### src/rtl/spi_pkg.sv
// Shared types for the SPI master: FSM state encoding and the four SPI modes.
package spi_pkg;

  typedef enum logic [1:0] {
    IDLE,
    LEAD,
    SHIFT,
    TRAIL
  } state_t;

  // Mode constants are {cpol, cpha}.
  localparam logic [1:0] MODE0 = 2'b00;
  localparam logic [1:0] MODE1 = 2'b01;
  localparam logic [1:0] MODE2 = 2'b10;
  localparam logic [1:0] MODE3 = 2'b11;

  function automatic logic sample_on_leading(input logic [1:0] mode);
    return (mode == MODE0) || (mode == MODE2);
  endfunction

  function automatic logic shift_on_leading(input logic [1:0] mode);
    return (mode == MODE1) || (mode == MODE3);
  endfunction

endpackage

### src/rtl/spi_clk_gen.sv
// Half-period tick generator: one-cycle tick every div+1 cycles while enabled.
module spi_clk_gen #(
  parameter int DIV_W = 8
) (
  input  logic             clk,
  input  logic             rst,
  input  logic             en,
  input  logic [DIV_W-1:0] div,
  output logic             tick
);

  logic [DIV_W-1:0] cnt_reg;

  assign tick = en && (cnt_reg == '0);

  // While disabled the counter tracks the reload value, so the first
  // half-period after enable rises is already full length.
  always_ff @(posedge clk) begin
    if (rst) begin
      cnt_reg <= '0;
    end else if (!en || tick) begin
      cnt_reg <= div;
    end else begin
      cnt_reg <= cnt_reg - 1'b1;
    end
  end

endmodule

### src/rtl/spi_master.sv
// Full-duplex SPI master with start/busy/done handshake, all four modes,
// selectable bit order, programmable SCLK divider and one-hot chip selects.
module spi_master
  import spi_pkg::*;
#(
  parameter int DATA_W = 16,
  parameter int DIV_W  = 8,
  parameter int NUM_CS = 4,
  parameter int CS_W   = (NUM_CS > 1) ? $clog2(NUM_CS) : 1
) (
  input  logic              clk,
  input  logic              rst,
  input  logic              start,
  input  logic [DATA_W-1:0] tx_data,
  input  logic [CS_W-1:0]   cs_sel,
  input  logic [DIV_W-1:0]  clk_div,
  input  logic              cpol,
  input  logic              cpha,
  input  logic              lsb_first,
  output logic              busy,
  output logic              done,
  output logic [DATA_W-1:0] rx_data,
  output logic [NUM_CS-1:0] spi_cs_n,
  output logic              spi_sclk,
  output logic              spi_mosi,
  input  logic              spi_miso
);

  localparam int EDGES = 2 * DATA_W;
  localparam int EC_W  = $clog2(EDGES + 1);

  state_t            state_reg;
  logic [DIV_W-1:0]  div_reg;
  logic [1:0]        mode_reg;
  logic              lsb_reg;
  logic [DATA_W-1:0] tx_sr_reg;
  logic [DATA_W-1:0] rx_sr_reg;
  logic [EC_W-1:0]   edge_cnt_reg;

  logic [NUM_CS-1:0] cs_n_next;
  logic [DIV_W-1:0]  div_src;
  logic              tick;
  logic [EC_W-1:0]   edge_next;
  logic              leading;
  logic              last_edge;
  logic              do_sample;
  logic              do_shift;
  logic [DATA_W-1:0] tx_shifted;
  logic [DATA_W-1:0] rx_shifted;

  // Out-of-range cs_sel matches no line, leaving every select deasserted.
  for (genvar gi = 0; gi < NUM_CS; gi++) begin : g_cs_dec
    assign cs_n_next[gi] = (cs_sel != CS_W'(gi));
  end

  assign div_src = (state_reg == IDLE) ? clk_div : div_reg;

  spi_clk_gen #(
    .DIV_W(DIV_W)
  ) u_clk_gen (
    .clk (clk),
    .rst (rst),
    .en  (busy),
    .div (div_src),
    .tick(tick)
  );

  // Edge numbering starts at 1: odd edges are leading, even edges trailing.
  assign edge_next  = edge_cnt_reg + EC_W'(1);
  assign leading    = edge_next[0];
  assign last_edge  = (edge_next == EC_W'(EDGES));
  assign do_sample  = sample_on_leading(mode_reg) ? leading : !leading;
  assign do_shift   = shift_on_leading(mode_reg) ? (leading && (edge_next != EC_W'(1)))
                                                 : (!leading && !last_edge);
  assign tx_shifted = lsb_reg ? (tx_sr_reg >> 1) : (tx_sr_reg << 1);
  assign rx_shifted = lsb_reg ? {spi_miso, rx_sr_reg[DATA_W-1:1]}
                              : {rx_sr_reg[DATA_W-2:0], spi_miso};

  always_ff @(posedge clk) begin
    if (rst) begin
      state_reg    <= IDLE;
      div_reg      <= '0;
      mode_reg     <= MODE0;
      lsb_reg      <= 1'b0;
      tx_sr_reg    <= '0;
      rx_sr_reg    <= '0;
      edge_cnt_reg <= '0;
      busy         <= 1'b0;
      done         <= 1'b0;
      rx_data      <= '0;
      spi_cs_n     <= '1;
      spi_sclk     <= 1'b0;
      spi_mosi     <= 1'b0;
    end else begin
      done <= 1'b0;
      case (state_reg)
        IDLE: begin
          spi_sclk <= cpol;
          if (start) begin
            state_reg    <= LEAD;
            busy         <= 1'b1;
            div_reg      <= clk_div;
            mode_reg     <= {cpol, cpha};
            lsb_reg      <= lsb_first;
            tx_sr_reg    <= tx_data;
            edge_cnt_reg <= '0;
            spi_cs_n     <= cs_n_next;
            spi_mosi     <= lsb_first ? tx_data[0] : tx_data[DATA_W-1];
          end
        end
        LEAD, SHIFT: begin
          if (tick) begin
            // After the final edge one more half-period passes before TRAIL.
            if (edge_cnt_reg == EC_W'(EDGES)) begin
              state_reg <= TRAIL;
            end else begin
              state_reg    <= SHIFT;
              edge_cnt_reg <= edge_next;
              spi_sclk     <= ~spi_sclk;
              if (do_sample) begin
                rx_sr_reg <= rx_shifted;
              end
              if (do_shift) begin
                tx_sr_reg <= tx_shifted;
                spi_mosi  <= lsb_reg ? tx_shifted[0] : tx_shifted[DATA_W-1];
              end
            end
          end
        end
        TRAIL: begin
          if (tick) begin
            state_reg <= IDLE;
            busy      <= 1'b0;
            done      <= 1'b1;
            spi_cs_n  <= '1;
            rx_data   <= rx_sr_reg;
          end
        end
        default: state_reg <= IDLE;
      endcase
    end
  end

endmodule

### config.mk
export PLATFORM = sky130hd
export DESIGN_NAME = spi_master
export DESIGN_NICKNAME = d
export VERILOG_FILES = /design/src/rtl/spi_pkg.sv /design/src/rtl/spi_clk_gen.sv /design/src/rtl/spi_master.sv
export SDC_FILE = /design/constraint.sdc
export NUM_CORES = 1
export LEC_CHECK = 0
export CORE_UTILIZATION = 29
export CTS_CLUSTER_DIAMETER = 80
export DETAILED_ROUTE_END_ITERATION = 7
export GPL_ROUTABILITY_DRIVEN = 0
export PLACE_DENSITY_LB_ADDON = 0.1
export SYNTH_ARGS = -nofsm -noshare
export SYNTH_HDL_FRONTEND = slang
export SYNTH_SLANG_ARGS = --single-unit
### constraint.sdc
create_clock -name clk -period 6.43 [get_ports clk]
set_input_delay 1.286 -clock clk [delete_from_list [all_inputs] [get_ports clk]]
set_output_delay 1.286 -clock clk [all_outputs]
set_load 0.01 [all_outputs]
==> qor.log, run 1 <==
[sta] Hold Slack 0.4516 ns
[setup_path] crit path launch rst
[outcome] status finished with violations
[floorplan] CORE AREA 14,700 µm²
[clock_network] clock transition at the register clock pins on the worst setup and hold paths after CTS 0.06 ns
[sta] Max-slew headroom 29.94%
[synth] post-synth top area share 37.11%
[sta] max-slew violations 0
[sta] setup violation total in the final timing report 0
[sta] crit path setup slack, layout 3.248 ns
[synth] syn_nets 571
[floorplan] die area 15,750 µm²
[synth] cell area after technology mapping 4423 µm²
[clock_network] clock tree from TritonCTS built
[pwr] static leakage 1.835 nW
[pwr] VDD IR-drop max 0.1423 mV
[clock_network] post-CTS sizing 0
[setup_path] data arrival time of the critical path 3.41 ns
[route] drt drc 4
[floorplan] Horiz. Die Dim 125.5 µm
[cells_and_area] final design utilization 36.05%
[setup_path] maximum net fanout on the critical path 84
[cells_and_area] net total in the final layout 599
[synth] commonest register cell after synthesis sky130_fd_sc_hd__dfxtp_1
[setup_path] critical path endpoint category flop
[synth] gate count after technology mapping 532
[flow_run] # Max-Cap Violations 0
[floorplan] Die Height 125.5 µm
[synth] Post-Synthesis Mean Instance Area 8.314 µm²
[clock_network] number of hold-repair buffers added at the cts stage 0
[floorplan] ports placed on the boundary 57
[synth] async set-or-reset flop fraction in the synthesized netlist 0%
[floorplan] Site Rows 44
[cells_and_area] Antenna Diode Count 0
[sta] fmax 314.2 MHz
[sta] RSZ-0062 raised after global routing false
[setup_path] beginning of the worst register-to-register path u_clk_gen.cnt_reg[0]
[synth] Yosys Warn Count 0
[setup_path] type of origin of the critical path primary input
[route] detailed-router iteration count before antenna repair 7
[global_route] antenna violations before repair 0
[cells_and_area] Filler cells 1,509
[place] Setup WS pre-CTS 2.875 ns
[clock_network] buffer cell driving the clock tree root sky130_fd_sc_hd__clkbuf_16
[worst_hold_path] worst hold-check path type flop to flop
[sta] pin slew with the least headroom to its limit 1.051 ns
[global_route] global-route wire length before repair 19,890 µm
[global_route] pin count of the biggest net entering global routing 85
[clock_network] CTS H-tree depth 3
[place] detailed placer's ending HPWL 7506 µm
[route] via total after detailed routing 3,915
[sta] count of endpoints failing hold in the final timing report 0
[synth] Area contributors post-synth sky130_fd_sc_hd__dfxtp_1, sky130_fd_sc_hd__mux2i_1, sky130_fd_sc_hd__a21oi_1
[synth] number of enable flip-flop cells after synthesis 0
[route] Antenna Violating Nets Remaining 0
[floorplan] initial cell density of the core 30.09%
[clock_network] Sinks on Clock Net 82
[sta] post-layout min period 3.182 ns
[route] final wirelength 12,050 µm
[outcome] failing checks design-rule violations
[global_route] vias in the first global route 3,820
[pwr] Power Density 250.5 nW/µm²
[setup_path] Critical Path RT 6.66 ns
[synth] biggest area consumer among synthesized cells sky130_fd_sc_hd__dfxtp_1
[clock_network] Post-CTS Repair Setup Buffers 0
[route] ratio of routed vias to standard cells 5.227
[sta] final critical-path share of the clock period 49.49%
[sta] Post-Route Skew 0.006342 ns
[worst_hold_path] Min-Delay Startpoint div_reg[1]
[clock_network] latest clock arrival within the worst-skew pair 0.35 ns
[synth] sequential cell area fraction in the yosys report 37.11%
[route] initial drt markers 208
[cells_and_area] share of cells above drive strength 1 10.27%
[synth] count of cell types in the netlist 58
[global_route] Tot GR Track Use 15.91%
[global_route] final global-route overflow total 0
[place] number of buffer cells added on primary ports 56
[synth] number of register bits inferred by synthesis 82
[route] routed len/inst 16.09 µm
[clock_network] total CTS buffers 9
[setup_path] Worst Setup Path Type primary input to flop
[cells_and_area] layout overhead on the synthesized area 19.80%
[clock_network] maximum buffer depth of the clock tree 2
[sta] final total negative setup slack 0 ns
==> worst paths after layout <==
check / end / slack, ns / cells past startpoint
max reg2reg: tx_sr_reg[0] / 3.47 / 7
min reg2reg: div_reg[1] / 0.45 / 2
min: div_reg[1] / 0.45 / 2
max: tx_sr_reg[0] / 3.25 / 6
==> cell usage in the layout, fill, tap and decap left out, types with 6 or more instances in the layout <==
master / count
sky130_fd_sc_hd__a211oi_1: 14
sky130_fd_sc_hd__a211oi_2: 14
sky130_fd_sc_hd__a21oi_1: 69
sky130_fd_sc_hd__a221o_1: 11
sky130_fd_sc_hd__a221o_2: 6
sky130_fd_sc_hd__and3_1: 15
sky130_fd_sc_hd__buf_4: 7
sky130_fd_sc_hd__clkbuf_16: 9
sky130_fd_sc_hd__clkdlybuf4s50_1: 55
sky130_fd_sc_hd__dfxtp_1: 81
sky130_fd_sc_hd__ha_1: 6
sky130_fd_sc_hd__inv_1: 11
sky130_fd_sc_hd__mux2i_1: 37
sky130_fd_sc_hd__nand2_1: 56
sky130_fd_sc_hd__nand2b_1: 7
sky130_fd_sc_hd__nand3_1: 25
sky130_fd_sc_hd__nor2_1: 57
sky130_fd_sc_hd__nor2b_1: 6
sky130_fd_sc_hd__nor3_1: 6
sky130_fd_sc_hd__o21ai_0: 12
==> worst max-delay path: stages <==
cell	delay (ns)
sky130_fd_sc_hd__buf_2	0.08
sky130_fd_sc_hd__buf_4	0.74
sky130_fd_sc_hd__or2_2	0.26
sky130_fd_sc_hd__nor4_1	0.05
sky130_fd_sc_hd__a22o_1	0.52
sky130_fd_sc_hd__a221o_2	0.43
==> cells in the mapped netlist (5+ instances only) <==
library cell               count
sky130_fd_sc_hd__nand3_1      25
sky130_fd_sc_hd__and3_1       15
sky130_fd_sc_hd__nand2b_1      7
sky130_fd_sc_hd__nor3_1        6
sky130_fd_sc_hd__clkbuf_1     30
sky130_fd_sc_hd__buf_6         5
sky130_fd_sc_hd__a211oi_2     14
sky130_fd_sc_hd__a211oi_1     14
sky130_fd_sc_hd__a21oi_1      69
sky130_fd_sc_hd__a221o_1      11
sky130_fd_sc_hd__mux2i_1      37
sky130_fd_sc_hd__dfxtp_1      82
sky130_fd_sc_hd__nand2_1      56
sky130_fd_sc_hd__nor2_1       57
sky130_fd_sc_hd__a221o_2       6
sky130_fd_sc_hd__inv_1        11
sky130_fd_sc_hd__o21ai_0      12
sky130_fd_sc_hd__ha_1          6
sky130_fd_sc_hd__nor2b_1       6
==> cell families after synthesis <==
kind of cell             share of synthesized area, %
adder cells (fa/ha/maj)                         1.697
AND/OR/NAND/NOR                                 21.90
buffers and inverters                           6.761
flip-flops                                      37.11
AO/OA/AOI/OAI                                   22.52
multiplexers                                    8.628
XOR/XNOR                                        1.386
==> report_power, final <==
part / switching, mW / total, mW / internal [mW] / leakage, nW
combinational: 0.135 / 0.243 / 0.107 / 1.02
clock: 0.231 / 0.512 / 0.281 / 0.146
sequential: 0.0356 / 0.573 / 0.537 / 0.668
total: 0.402 / 1.33 / 0.925 / 1.84
==> stage by stage <==
step | power (mW) | area, µm² | std cells
final | 1.327 | 5299 | 749
after global routing | 1.401 | 5299 | 749
after CTS | 1.350 | 5299 | 749
after detailed placement | 0.8269 | 5005 | 733
after global placement | 0.8235 | 5005 | 733
after floorplan | 0.7504 | 4423 | 532
==> cell type report <==
class	instances	area, µm²	share of cell area (%)
multi-input cells	393	2482	46.85
flip-flops and latches	82	1643	31.00
repair buffers	63	608.1	11.48
clock buffers	10	239.0	4.510
well taps	184	230.2	4.345
clock inverters	6	55.05	1.039
inverters	11	41.29	0.7792
==> per-layer routing <==
layer | track usage (%) | wire [µm] | up-vias | share of wire [%]
met2 | 26.54 | 5678 | 72 | 47
li1 | - | - | 1960 | -
met5 | 0 | 0 | - | 0
met4 | 4.017 | 106 | 0 | 0.88
met1 | 20.15 | 5805 | 1877 | 48
met3 | 4.407 | 458 | 6 | 3.8
No activity file was read; power rests on OpenSTA's default activity.
==> run 2, diff against run 1 <==
==> constraint.sdc (replaced) <==
create_clock -name clk -period 2.85 [get_ports clk]
set_input_delay 0.57 -clock clk [delete_from_list [all_inputs] [get_ports clk]]
set_output_delay 0.57 -clock clk [all_outputs]
set_load 0.01 [all_outputs]
==> qor.log, run 2 (synthesis results as in run 1) <==
[sta] final critical-path share of the clock period 92.20%
[place] detailed placer's ending HPWL 7705 µm
[global_route] vias in the first global route 3,885
[setup_path] Critical Path RT 3.09 ns
[floorplan] Horiz. Die Dim 125.5 µm
[worst_hold_path] Min-Delay Startpoint div_reg[1]
[route] detailed-router iteration count before antenna repair 7
[outcome] status finished with violations
[setup_path] beginning of the worst register-to-register path u_clk_gen.cnt_reg[0]
[route] drt drc 4
[cells_and_area] Antenna Diode Count 0
[setup_path] Worst Setup Path Type flop to flop
[pwr] VDD IR-drop max 0.2491 mV
[floorplan] initial cell density of the core 30.09%
[clock_network] Sinks on Clock Net 82
[place] number of buffer cells added on primary ports 56
[floorplan] CORE AREA 14,700 µm²
[route] routed len/inst 15.66 µm
[global_route] antenna violations before repair 0
[sta] RSZ-0062 raised after global routing false
[setup_path] type of origin of the critical path flop
[place] placed instance area 5100 µm²
[sta] count of endpoints failing hold in the final timing report 0
[clock_network] Post-CTS Repair Setup Buffers 0
[clock_network] number of hold-repair buffers added at the cts stage 0
[setup_path] reg2reg path depth 8
[sta] Max-slew headroom 64.45%
[clock_network] clock transition at the register clock pins on the worst setup and hold paths after CTS 0.06 ns
[floorplan] Die Height 125.5 µm
[worst_hold_path] number of stages on the worst hold path 2
[setup_path] number of buffers and inverters on the critical path 2
[clock_network] total CTS buffers 9
[setup_path] data arrival time of the critical path 2.86 ns
[cells_and_area] leading cell type in the layout, fill and taps excluded sky130_fd_sc_hd__dfxtp_1
[clock_network] maximum buffer depth of the clock tree 2
[global_route] final global-route overflow total 0
[route] via total after detailed routing 3,924
[setup_path] delay of the slowest critical-path stage 0.52 ns
[clock_network] CTS H-tree depth 3
[route] initial drt markers 178
[clock_network] post-CTS sizing 0
[clock_network] buffer cell driving the clock tree root sky130_fd_sc_hd__clkbuf_16
[cells_and_area] share of cells above drive strength 1 11.98%
[cells_and_area] combined flip-flop and latch cell area 1643 µm²
[setup_path] CP delay by family, top simple AND/OR/NAND/NOR gates
[global_route] Tot GR Track Use 15.97%
[floorplan] die area 15,750 µm²
[sta] final total negative setup slack 0 ns
[flow_run] # Max-Cap Violations 0
[cells_and_area] multi-input gate area in the final layout 2482 µm²
[sta] max-slew violations 0
[global_route] pin count of the biggest net entering global routing 44
[pwr] static leakage 1.921 nW
[cells_and_area] net total in the final layout 610
[setup_path] slack of the worst reg-to-reg path 0.22 ns
[worst_hold_path] endpoint of the worst hold-timing path div_reg[1]
[sta] post-layout min period 2.628 ns
[sta] fmax 380.5 MHz
[clock_network] latest clock arrival within the worst-skew pair 0.35 ns
[floorplan] ports placed on the boundary 57
[worst_hold_path] worst hold-check path type flop to flop
[setup_path] critical path endpoint category flop
[global_route] global-route wire length before repair 19,780 µm
[outcome] failing checks design-rule violations
[pwr] Power Density 595.9 nW/µm²
[floorplan] Site Rows 44
[cells_and_area] cell area after layout 5453 µm²
[cells_and_area] layout overhead on the synthesized area 23.28%
[route] Antenna Violating Nets Remaining 0
[sta] Post-Route Skew 0.006136 ns
[sta] setup violation total in the final timing report 0
[cells_and_area] Filler cells 1,489
[cells_and_area] commonest non-fill, non-tap cells in the layout sky130_fd_sc_hd__dfxtp_1, sky130_fd_sc_hd__a21oi_1, sky130_fd_sc_hd__nor2_1
[route] final wirelength 11,900 µm
[setup_path] maximum net fanout on the critical path 17
[setup_path] worst flop-to-flop path endpoint tx_sr_reg[0]
[route] ratio of routed vias to standard cells 5.163
[clock_network] clock tree from TritonCTS built
[setup_path] CP Cell Sequence inv_1 -> ha_1 -> or4bb_1 -> or2_1 -> nor3_2 -> a221oi_2 -> buf_4 -> a221o_2
[sta] pin slew with the least headroom to its limit 0.5333 ns
[setup_path] master of the slowest instance on the critical path sky130_fd_sc_hd__or4bb_1
-- run 2: cell types whose count changed in the layout (fill, tap and decap cells not counted), moves of 2 or more --
| cell | change |
|---|---|
| sky130_fd_sc_hd__buf_4 | +10 |
| sky130_fd_sc_hd__bufinv_16 | +3 |
| sky130_fd_sc_hd__inv_6 | -3 |
| sky130_fd_sc_hd__clkinv_2 | +2 |
| sky130_fd_sc_hd__clkinv_4 | -2 |
-- run 2: worst max-delay path by stage --
stage / from / end / slack (ns) / cells past startpoint
2_1_floorplan: u_clk_gen.cnt_reg[0] / tx_sr_reg[10] / 0.50 / 9
3_3_place_gp: u_clk_gen.cnt_reg[0] / tx_sr_reg[2] / 0.31 / 8
3_5_place_dp: u_clk_gen.cnt_reg[0] / tx_sr_reg[0] / 0.24 / 8
4_1_cts: u_clk_gen.cnt_reg[0] / tx_sr_reg[0] / 0.22 / 8
5_1_grt: u_clk_gen.cnt_reg[0] / tx_sr_reg[0] / 0.09 / 8
6_report: u_clk_gen.cnt_reg[0] / tx_sr_reg[0] / 0.22 / 8
-- run 2: routing by layer --
metal	track usage, %	vias to the layer above	share of wire (%)
met5	0	-	0
met4	8.393	0	2.1
met3	3.124	15	3.2
met2	25.56	58	46
met1	20.30	1865	49
li1	-	1986	-
-- run 2: layout make-up --
cell class | instances | share of cell area, %
multi-input cells | 393 | 45.53
clock inverters | 5 | 1.836
inverters | 11 | 0.7572
repair buffers | 74 | 12.90
flip-flops and latches | 82 | 30.13
well taps | 184 | 4.222
clock buffers | 11 | 4.635
-- run 2: per-stage QoR --
step | total power, mW | cells | util, % | hold WS [ns] | setup WS [ns]
2_1_floorplan | 1.693 | 532 | - | 0.4318 | 0.5043
3_3_place_gp | 1.878 | 744 | 34.70 | 0.4386 | 0.3075
3_5_place_dp | 1.880 | 744 | 34.70 | 0.4454 | 0.2360
4_1_cts | 3.292 | 760 | 37.10 | 0.4539 | 0.2200
5_1_grt | 3.430 | 760 | 37.10 | 0.4734 | 0.08803
6_report | 3.249 | 760 | 37.10 | 0.4498 | 0.2222
-- run 2: where the power goes --
group	switching, mW	internal (mW)	total (mW)
logic	0.312	0.256	0.568
registers	0.0726	1.21	1.29
clock network	0.495	0.901	1.40
total	0.879	2.37	3.25
-- run 2: worst min-delay path, stage by stage, from the launching register on --
cell and delay [ns]:
sky130_fd_sc_hd__dfxtp_1 0.30, sky130_fd_sc_hd__nand2_1 0.05, sky130_fd_sc_hd__a21oi_1 0.05
==> patch: new RTL, flow settings as in run 2 <==
Make the reset (`rst`) asynchronous in 2 clocked blocks.
--- a/src/rtl/spi_clk_gen.sv
+++ b/src/rtl/spi_clk_gen.sv
@@ -15,7 +15,7 @@
 
   // While disabled the counter tracks the reload value, so the first
   // half-period after enable rises is already full length.
-  always_ff @(posedge clk) begin
+  always_ff @(posedge clk or posedge rst) begin
     if (rst) begin
       cnt_reg <= '0;
     end else if (!en || tick) begin
--- a/src/rtl/spi_master.sv
+++ b/src/rtl/spi_master.sv
@@ -76,7 +76,7 @@
   assign rx_shifted = lsb_reg ? {spi_miso, rx_sr_reg[DATA_W-1:1]}
                               : {rx_sr_reg[DATA_W-2:0], spi_miso};
 
-  always_ff @(posedge clk) begin
+  always_ff @(posedge clk or posedge rst) begin
     if (rst) begin
       state_reg    <= IDLE;
       div_reg      <= '0;
Behaviour: differs if rst is asserted again (counterexample within 4 cycles, from zero or initial values and one cycle with rst high); with rst held inactive, the same outputs for 10 cycles.
==> patch against run 2 <==
Hold slack gained 0.045 ns; first-iteration DRC count grew 6.7%; final area shrank 4.4%; worst setup slack better by 0.032 ns; critical path depth did not move; die area is 6.0% lower; critical endpoint is now tx_sr_reg[2]; area after synthesis is 6.1% lower; non-clock buffer count is 8 lower; sequential cell count stayed put; critical path type unchanged; synthesized cell count is 29% lower; core utilization rose by 0.32 points; routed wire length is 25% lower.
Power is not compared: it rests on default switching activity, and its combinational part moved more than twofold at a synthesized area within 25%.
==> patch: results <==
metrics = {
    "yosys": {
        "ys_seq_area_share_pct": 49.5,
        "synth_cell_type_count": 45,
        "synth_mux_area_share_pct": 22.0,
        "synthAdderAreaFrac_pct": 2.11,
        "synthCells": 377,
        "async_flop_share_pct": 100,
        "synth_area_leaders": "dfrtp_1, mux2i_1, mux2_2",
        "synth_nets": 417,
        "ys_top_cells_by_count": "dfrtp_1, mux2i_1, nand2_1",
    },
    "clocking": {
        "cts_made_buffers": 9,
        "postCtsSetupBuffers": 0,
    },
    "grt": {
        "grt_max_degree": 38,
        "track_usage_pct": 13.5,
        "grt_pass1_wl_microns": 15200,
        "grt_pass1_vias": 2974,
    },
    "route": {
        "wl_per_cell_microns": 14.5,
        "first_pass_iters": 4,
        "vias": 2929,
        "first_iter_violations": 190,
        "routed_wirelength_microns": 8980,
    },
    "run_status": {
        "status": "complete, no violations",
    },
    "placement": {
        "dp_slack_ns": 0.288,
        "dp.cells": 604,
        "dp_hpwl_microns": 6150,
    },
    "sta": {
        "finClkSkew_ns": 0.00621,
        "tightest_slew_ns": 1.02,
    },
    "worst_hold_path": {
        "worstHoldPathCells": 1,
        "min-delay-start": "div_reg[0]",
        "min_to": "div_reg[0]",
    },
    "worst_setup_path": {
        "cp_data_arrival_time_ns": 2.83,
        "worstReg2RegStart": "edge_cnt_reg[0]",
        "crit_fanout": 17,
        "cp_slowest_cell": "dfrtp_1",
        "slowest_delay_ns": 0.47,
        "worst_r2r_endpoint": "tx_sr_reg[2]",
        "reg2reg_slack_ns": 0.25,
    },
    "finish": {
        "drive_gt1_share_pct": 18.2,
        "antenna_cells": 0,
        "finalNetCount": 475,
    },
    "power": {
        "swShare_pct": 35.7,
    },
}
## patch: cell types whose count changed after synthesis, sizes merged, moves of 5 or more
cell	run 2	this run
dfrtp	0	78
buf	11	6
nand2b	7	2
a21oi	69	24
o21ai	12	30
nand2	56	36
nand3	25	7
and3	15	0
dfxtp	82	0
mux2	1	43
a211oi	28	2
a221o	17	0
nor2	61	23
clkbuf	32	13
## patch: worst max path at each step
stage | endpoint | slack, ns | cells after the start | from
after global routing | tx_sr_reg[6] | 0.15 | 8 | edge_cnt_reg[0]
after detailed placement | tx_sr_reg[0] | 0.29 | 8 | edge_cnt_reg[0]
after global placement | tx_sr_reg[5] | 0.35 | 7 | start
after floorplan | busy | 0.18 | 1 | rst
final | tx_sr_reg[2] | 0.25 | 8 | edge_cnt_reg[0]
after CTS | tx_sr_reg[4] | 0.28 | 8 | edge_cnt_reg[0]
## patch: critical path: cells and delay by family, from the launching register on
kind,cells,cell delay [ns]
buffers and inverters,1,0.32
adder cells (fa/ha/maj),1,0.30
flip-flops,1,0.47
multiplexers,1,0.37
AO/OA/AOI/OAI,4,0.84
AND/OR/NAND/NOR,1,0.18
## patch: cell families (layout without fill, tap and decap cells)
family / after synthesis / after routing
simple gates: 91 / 91
mux: 82 / 82
flops: 82 / 82
compound gates: 73 / 73
buf+inv: 33 / 96
xor+xnor: 9 / 9
fa+ha+maj: 7 / 7
## patch: through the flow
stage / cell area, sq um / hold WS, ns
4_1_cts: 5210 / 0.499
3_5_place_dp: 4940 / 0.485
2_1_floorplan: 4150 / 0.462
5_1_grt: 5210 / 0.524
6_report: 5210 / 0.495
3_3_place_gp: 4940 / 0.480
## patch: routing by layer
layer | up-vias | share of wire, % | GRT usage [%]
met5 | - | 0 | 0
met4 | 0 | 1.4 | 4.86
met3 | 12 | 5.0 | 4.73
met2 | 53 | 45 | 20.0
met1 | 1421 | 49 | 18.1
li1 | 1443 | - | -
## patch: final cells by class
class                           count  area [sq um]
Timing Repair Buffer               66           648
Inverter                           14          53.8
Sequential cell                    82          2060
Tap cell                          180           225
Clock buffer                       10           229
Fill cell                        1375          8720
Clock inverter                      6          43.8
Multi-Input combinational cell    262          1960
## patch: power by group through the flow
stage                     registers [W]  logic, W  clock network, W
final                           0.00186   0.00178           0.00107
after global routing            0.00192   0.00202           0.00117
after CTS                       0.00187   0.00181           0.00112
after detailed placement        0.00188   0.00181                 0
after global placement          0.00187   0.00179                 0
after floorplan                 0.00174   0.00148                 0
